### config.mk
export PLATFORM = sky130hd
export DESIGN_NAME = cntr_sched
export DESIGN_NICKNAME = d
export VERILOG_FILES = /design/src/rtl/cntr_sched.sv
export SDC_FILE = /design/constraint.sdc
export NUM_CORES = 1
export LEC_CHECK = 0
export BUFFER_PORTS_ARGS = -buffer_cell sky130_fd_sc_hd__buf_2
export CORE_MARGIN = 8
export CORE_UTILIZATION = 45
export CTS_CLUSTER_DIAMETER = 100
export CTS_CLUSTER_SIZE = 25
export DETAILED_ROUTE_END_ITERATION = 10
export PLACE_DENSITY_LB_ADDON = 0.2
export RECOVER_POWER = 100
export SYNTH_ARGS = -nofsm -noshare
export SYNTH_HDL_FRONTEND = slang
export SYNTH_SLANG_ARGS = --single-unit
### constraint.sdc
create_clock -name clk -period 1.9 [get_ports clk]
set_input_delay 0.19 -clock clk [delete_from_list [all_inputs] [get_ports clk]]
set_output_delay 0.19 -clock clk [all_outputs]
set_load 0.01 [all_outputs]
### src/rtl/cntr_sched.sv
// -----------------------------------------------------------------------------
// cntr_sched
//
// Round-robin scheduler that time-shares one reloadable down-counter between
// NREQ requesters. A requester raises req[i] with its reload value on
// req_load[i*WIDTH +: WIDTH]. The scheduler grants one requester at a time.
// It loads the counter by holding cnt_reset high for one cycle with the latched
// reload value on cnt_load, releases the counter, waits for cnt_tc, and then
// pulses done[i].
//
// Ports
//   clk        in   system clock, rising edge
//   reset      in   synchronous, active-high reset
//   req        in   [NREQ]        per-requester interval request (level)
//   req_load   in   [NREQ*WIDTH]  packed reload values, slice i for requester i
//   grant      out  [NREQ]        one-hot, high for the whole service
//   done       out  [NREQ]        one-cycle completion pulse
//   busy       out  1             high whenever a service is in progress
//   cnt_reset  out  1             counter reset/load strobe (loads while high)
//   cnt_load   out  [WIDTH]       reload value driven to the counter
//   err        out  1             timeout pulse (only with CNTR_SCHED_TIMEOUT_EN)
//   cnt_tc     in   1             counter terminal-count flag
//
// Optional feature
//   CNTR_SCHED_TIMEOUT_EN: when defined, a RUN cycle counter aborts a service
//   that has not seen cnt_tc after TIMEOUT cycles. The abort goes through DONE
//   and pulses err instead of done. When undefined, RUN waits indefinitely.
//
// All outputs are registered.
// -----------------------------------------------------------------------------
module cntr_sched #(
    parameter int NREQ    = 4,
    parameter int WIDTH   = 8,
    parameter int TIMEOUT = 300
) (
    input  logic                  clk,
    input  logic                  reset,
    input  logic [NREQ-1:0]       req,
    input  logic [NREQ*WIDTH-1:0] req_load,
    output logic [NREQ-1:0]       grant,
    output logic [NREQ-1:0]       done,
    output logic                  busy,
    output logic                  cnt_reset,
    output logic [WIDTH-1:0]      cnt_load,
`ifdef CNTR_SCHED_TIMEOUT_EN
    output logic                  err,
`endif
    input  logic                  cnt_tc
);

    localparam int PW = (NREQ > 1) ? $clog2(NREQ) : 1;

    // Reject parameter values outside the supported range at elaboration.
    generate
        if (NREQ < 2 || NREQ > 8 || WIDTH < 1 || TIMEOUT < 1) begin : g_param_check
            $error("cntr_sched: unsupported parameters NREQ=%0d WIDTH=%0d TIMEOUT=%0d",
                   NREQ, WIDTH, TIMEOUT);
        end
    endgenerate

    typedef enum logic [1:0] {
        ST_IDLE = 2'd0,
        ST_LOAD = 2'd1,
        ST_RUN  = 2'd2,
        ST_DONE = 2'd3
    } state_t;

    state_t            state_q,     state_d;
    logic [PW-1:0]     ptr_q,       ptr_d;        // last requester served
    logic [PW-1:0]     cur_q,       cur_d;        // requester being served
    logic [NREQ-1:0]   grant_q,     grant_d;
    logic [NREQ-1:0]   done_q,      done_d;
    logic              busy_q,      busy_d;
    logic              cnt_reset_q, cnt_reset_d;
    logic [WIDTH-1:0]  cnt_load_q,  cnt_load_d;

    // -------------------------------------------------------------------------
    // Round-robin arbitration
    //
    // Searching upward from ptr+1 with wrap-around is the same as taking the
    // lowest set request strictly above ptr. If there is none, take the lowest
    // set request overall. After reset, ptr = NREQ-1, so no request is above
    // ptr and req[0] has the highest priority.
    // -------------------------------------------------------------------------
    logic [NREQ-1:0]   above_ptr;
    logic [NREQ-1:0]   req_hi;
    logic [NREQ-1:0]   pick_src;
    logic [NREQ-1:0]   pick_onehot;
    logic [PW-1:0]     pick_idx;
    logic              pick_valid;
    logic [WIDTH-1:0]  load_slice [NREQ];
    logic [WIDTH-1:0]  load_sel;

    generate
        for (genvar gi = 0; gi < NREQ; gi++) begin : g_req
            assign above_ptr[gi]   = (gi > int'(ptr_q));
            assign load_slice[gi]  = req_load[gi*WIDTH +: WIDTH];
            assign pick_onehot[gi] = (pick_idx == PW'(gi));
        end
    endgenerate

    assign req_hi     = req & above_ptr;
    assign pick_src   = (|req_hi) ? req_hi : req;
    assign pick_valid = |req;

    // Lowest set bit of pick_src; iterate downward so the lowest index wins.
    always_comb begin
        pick_idx = '0;
        for (int i = NREQ - 1; i >= 0; i--) begin
            if (pick_src[i]) begin
                pick_idx = PW'(i);
            end
        end
    end

    assign load_sel = load_slice[pick_idx];

`ifdef CNTR_SCHED_TIMEOUT_EN
    // -------------------------------------------------------------------------
    // RUN watchdog. The counter is cleared on the LOAD->RUN transition, so it
    // holds 0 in the first RUN cycle. Checking for TIMEOUT-1 means the abort
    // fires when the count would reach TIMEOUT. err then appears exactly
    // TIMEOUT cycles after RUN entry.
    // -------------------------------------------------------------------------
    localparam int TW = $clog2(TIMEOUT + 1);

    logic [TW-1:0] timer_q, timer_d;
    logic          err_q,   err_d;
    logic          timeout_hit;

    assign timeout_hit = (timer_q == TW'(TIMEOUT - 1));
`endif

    // -------------------------------------------------------------------------
    // Next-state / next-output logic
    // -------------------------------------------------------------------------
    always_comb begin
        state_d     = state_q;
        ptr_d       = ptr_q;
        cur_d       = cur_q;
        grant_d     = grant_q;
        done_d      = '0;
        busy_d      = busy_q;
        cnt_reset_d = cnt_reset_q;
        cnt_load_d  = cnt_load_q;
`ifdef CNTR_SCHED_TIMEOUT_EN
        timer_d     = timer_q;
        err_d       = 1'b0;
`endif

        case (state_q)
            ST_IDLE: begin
                cnt_reset_d = 1'b1;
                if (pick_valid) begin
                    // req_load is sampled only here; later changes are ignored
                    // until the next grant.
                    state_d    = ST_LOAD;
                    cur_d      = pick_idx;
                    grant_d    = pick_onehot;
                    cnt_load_d = load_sel;
                    busy_d     = 1'b1;
                end
            end

            ST_LOAD: begin
                // The counter loads during this single cycle. A stale cnt_tc
                // from the previous interval is ignored here.
                state_d     = ST_RUN;
                cnt_reset_d = 1'b0;
`ifdef CNTR_SCHED_TIMEOUT_EN
                timer_d     = '0;
`endif
            end

            ST_RUN: begin
                if (cnt_tc) begin
                    state_d = ST_DONE;
                    done_d  = grant_q;
                end
`ifdef CNTR_SCHED_TIMEOUT_EN
                else if (timeout_hit) begin
                    state_d = ST_DONE;
                    err_d   = 1'b1;
                end
                else begin
                    timer_d = timer_q + TW'(1);
                end
`endif
            end

            ST_DONE: begin
                // Record the served requester so it has lowest priority next.
                state_d     = ST_IDLE;
                ptr_d       = cur_q;
                grant_d     = '0;
                busy_d      = 1'b0;
                cnt_reset_d = 1'b1;
            end

            default: begin
                state_d = ST_IDLE;
            end
        endcase
    end

    // -------------------------------------------------------------------------
    // State and output registers
    // -------------------------------------------------------------------------
    always_ff @(posedge clk) begin
        if (reset) begin
            state_q     <= ST_IDLE;
            ptr_q       <= PW'(NREQ - 1);
            cur_q       <= '0;
            grant_q     <= '0;
            done_q      <= '0;
            busy_q      <= 1'b0;
            cnt_reset_q <= 1'b1;
            cnt_load_q  <= '0;
        end else begin
            state_q     <= state_d;
            ptr_q       <= ptr_d;
            cur_q       <= cur_d;
            grant_q     <= grant_d;
            done_q      <= done_d;
            busy_q      <= busy_d;
            cnt_reset_q <= cnt_reset_d;
            cnt_load_q  <= cnt_load_d;
        end
    end

`ifdef CNTR_SCHED_TIMEOUT_EN
    always_ff @(posedge clk) begin
        if (reset) begin
            timer_q <= '0;
            err_q   <= 1'b0;
        end else begin
            timer_q <= timer_d;
            err_q   <= err_d;
        end
    end

    assign err = err_q;
`endif

    assign grant     = grant_q;
    assign done      = done_q;
    assign busy      = busy_q;
    assign cnt_reset = cnt_reset_q;
    assign cnt_load  = cnt_load_q;

    // -------------------------------------------------------------------------
    // Structural invariants
    // -------------------------------------------------------------------------
    a_grant_onehot: assert property (@(posedge clk) disable iff (reset)
        $onehot0(grant_q));

    a_done_within_grant: assert property (@(posedge clk) disable iff (reset)
        ((done_q & ~grant_q) == '0));

    a_busy_matches_grant: assert property (@(posedge clk) disable iff (reset)
        (busy_q == (grant_q != '0)));

endmodule

==> metrics.txt <==
Max Cap Viol=0; GRT overflow=0; skew final=0.00802 ns; DRT antenna net count=0; ANT cells=0; first-pass GRT wire length=5090 um; CTS Buf Count=3; unrepaired setup endpoints after global routing=no; CTS tree=done; Final Cycle Share=90.8%; sequential fraction of the synthesis area=40.2%; total number of vias=1183; syn nets=172; Slew Limit Fails=0; VDD IR max=0.778 mV; Ports=57; synth warn=0; mean post-synth cell area=9.34 um^2; critical path arrival=1.97 ns; post-CTS sizing=0; Total Routing Usage GR=13.8%; worst skew pair latency=0.31 ns; CTS sink count=24; Worst-Margin Slew=0.458 ns; H-tree depth=1; f_max=580 MHz; number of synthesized register bits=24; dominant synthesized flop cell=dfxtp_1; final hold viol count=0; Worst-path clk slew=0.14 ns; IO buf count=56; Startpoint Class=register; CTS root buf=clkbuf_4; Synth Cell Area=1200 um^2; fin cells=215; Setup Buffers After CTS=0; vias in the first global route=1178; per-cell routed wire length=14.9 um; most used routing layer=met2; Cells after Synth=128; Nets=230; leading area contributor after synthesis=dfxtp_1; routed vias/inst=5.50; Setup TNS=0 ns; drc violations=0; GRT met1 Usage=15.4%; area growth from synthesis to layout=29.2%; top post-synthesis cells by area=dfxtp_1 40%, mux2i_1 18%, o221ai_1 6.6%; fraction of layout cells with a size suffix above 1=25.4%; status=finished clean; Initial Util=47.8%; Post-synth EDFFs=0; antenna violations before repair=0; routed wire length=3210 um; pwr dens=1180 nW/um^2; most common cell in the synthesized netlist=dfxtp_1; DR pass1 iterations=4; ys async rst share=0%; Die Y=67.6 um; drt initial violations=33; hold buffer count at cts=0; Hold Crit Class=in2reg; share of the synthesized area in the top cell type=40.2%; Die Footprint=4560 um^2; GRT met3 Usage=3.97%; Pleak=0.676 nW; Final min period=1.72 ns; required time of the critical path=2.15 ns; met2 Use GR=24.7%; Row Count=18; total core area=2500 um^2; worst-path fanout max=21; WS Path Type=reg2reg; pin count of the biggest net entering global routing=22; number of distinct library cells after synthesis=26; most frequent cells after synthesis=24 x dfxtp_1, 21 x mux2i_1, 13 x nor2_1; placed insts=211; routability cong.=0.879; Die Span X=67.6 um; Max-slew headroom=69.1%; Setup-failing EPs final=0; critical path endpoint category=register; Final HPWL DP=2640 um; CTS max path bufs=2
[state kept, by name (all words and copies together) (netlist names)]
signal,flops
cnt_reset,1
cnt_load,8
grant,4
busy,1
cur_q,2
ptr_q,2
done,4
state_q,2
[metrics by stage]
| stage | power [mW] | cell area (um^2) | setup WS (ns) | util (%) | hold slack [ns] |
|---|---|---|---|---|---|
| final | 1.83 | 1550 | 0.175 | 61.8 | 0.176 |
| after floorplan | 1.29 | 1200 | 0.367 | - | 0.390 |
| after CTS | 1.89 | 1570 | 0.165 | 63.0 | 0.169 |
| after global routing | 1.99 | 1550 | 0.0583 | 61.8 | 0.171 |
| after detailed placement | 1.63 | 1540 | 0.185 | 61.5 | 0.453 |
| after global placement | 1.60 | 1540 | 0.263 | 61.5 | 0.449 |
[layer usage]
| layer | routed length [um] | share of wire [%] |
|---|---|---|
| met5 | 0 | 0 |
| met2 | 1640 | 51 |
| met1 | 1250 | 39 |
| met3 | 264 | 8.2 |
| met4 | 48 | 1.5 |
[cells by family (layout without fill, tap and decap cells)]
family | count (synthesis) | after routing | synth area share (%)
flip-flops | 24 | 24 | 40.2
AO/OA/AOI/OAI | 24 | 24 | 16.2
buffers and inverters | 12 | 69 | 4.39
multiplexers | 21 | 21 | 17.6
AND/OR/NAND/NOR | 42 | 42 | 16.4
adder cells (fa/ha/maj) | 5 | 5 | 5.23
[final timing paths]
check                           startpoint  endpoint  slack, ns  depth (start not counted)
worst max-delay path              ptr_q[1]  grant[1]       0.18                          6
worst min register to register    grant[1]  grant[1]       0.47                          2
worst min-delay path                 reset  grant[0]       0.18                          2
worst max register to register    ptr_q[1]  grant[1]       0.18                          6
[placed cells by master (no fill, tap or decap), types with 2 or more instances in the layout]
cell       n
clkbuf_4   3
o221ai_1   9
inv_1      6
ha_1       5
nor2_1    13
a32oi_1    3
clkbuf_1  19
buf_2     38
nand3_1    9
and2_1     3
nand3b_1   2
nand2_1   11
a21oi_1    4
dfxtp_1   24
mux2i_1   21
[worst max-delay path, stage by stage (launching register included)]
cell	delay (ns)
dfxtp_1	0.49
nand2_1	0.10
o21ai_1	0.22
a311oi_4	0.08
buf_12	0.18
or4_1	0.46
a21oi_1	0.14
[area by class of cell]
class                   instances  area (um^2)
fillers                       230          955
flip-flops and latches         24          480
clock buffers                   4         36.3
multi-input cells              92          682
inverters                       6         22.5
well taps                      30         37.5
repair buffers                 59          287
[where the power goes]
part | leakage, nW | internal [mW] | switching (mW)
logic | 0.458 | 0.347 | 0.481
registers | 0.197 | 0.643 | 0.0923
clock network | 0.0210 | 0.117 | 0.150
Power figures use the tool's default switching activity.
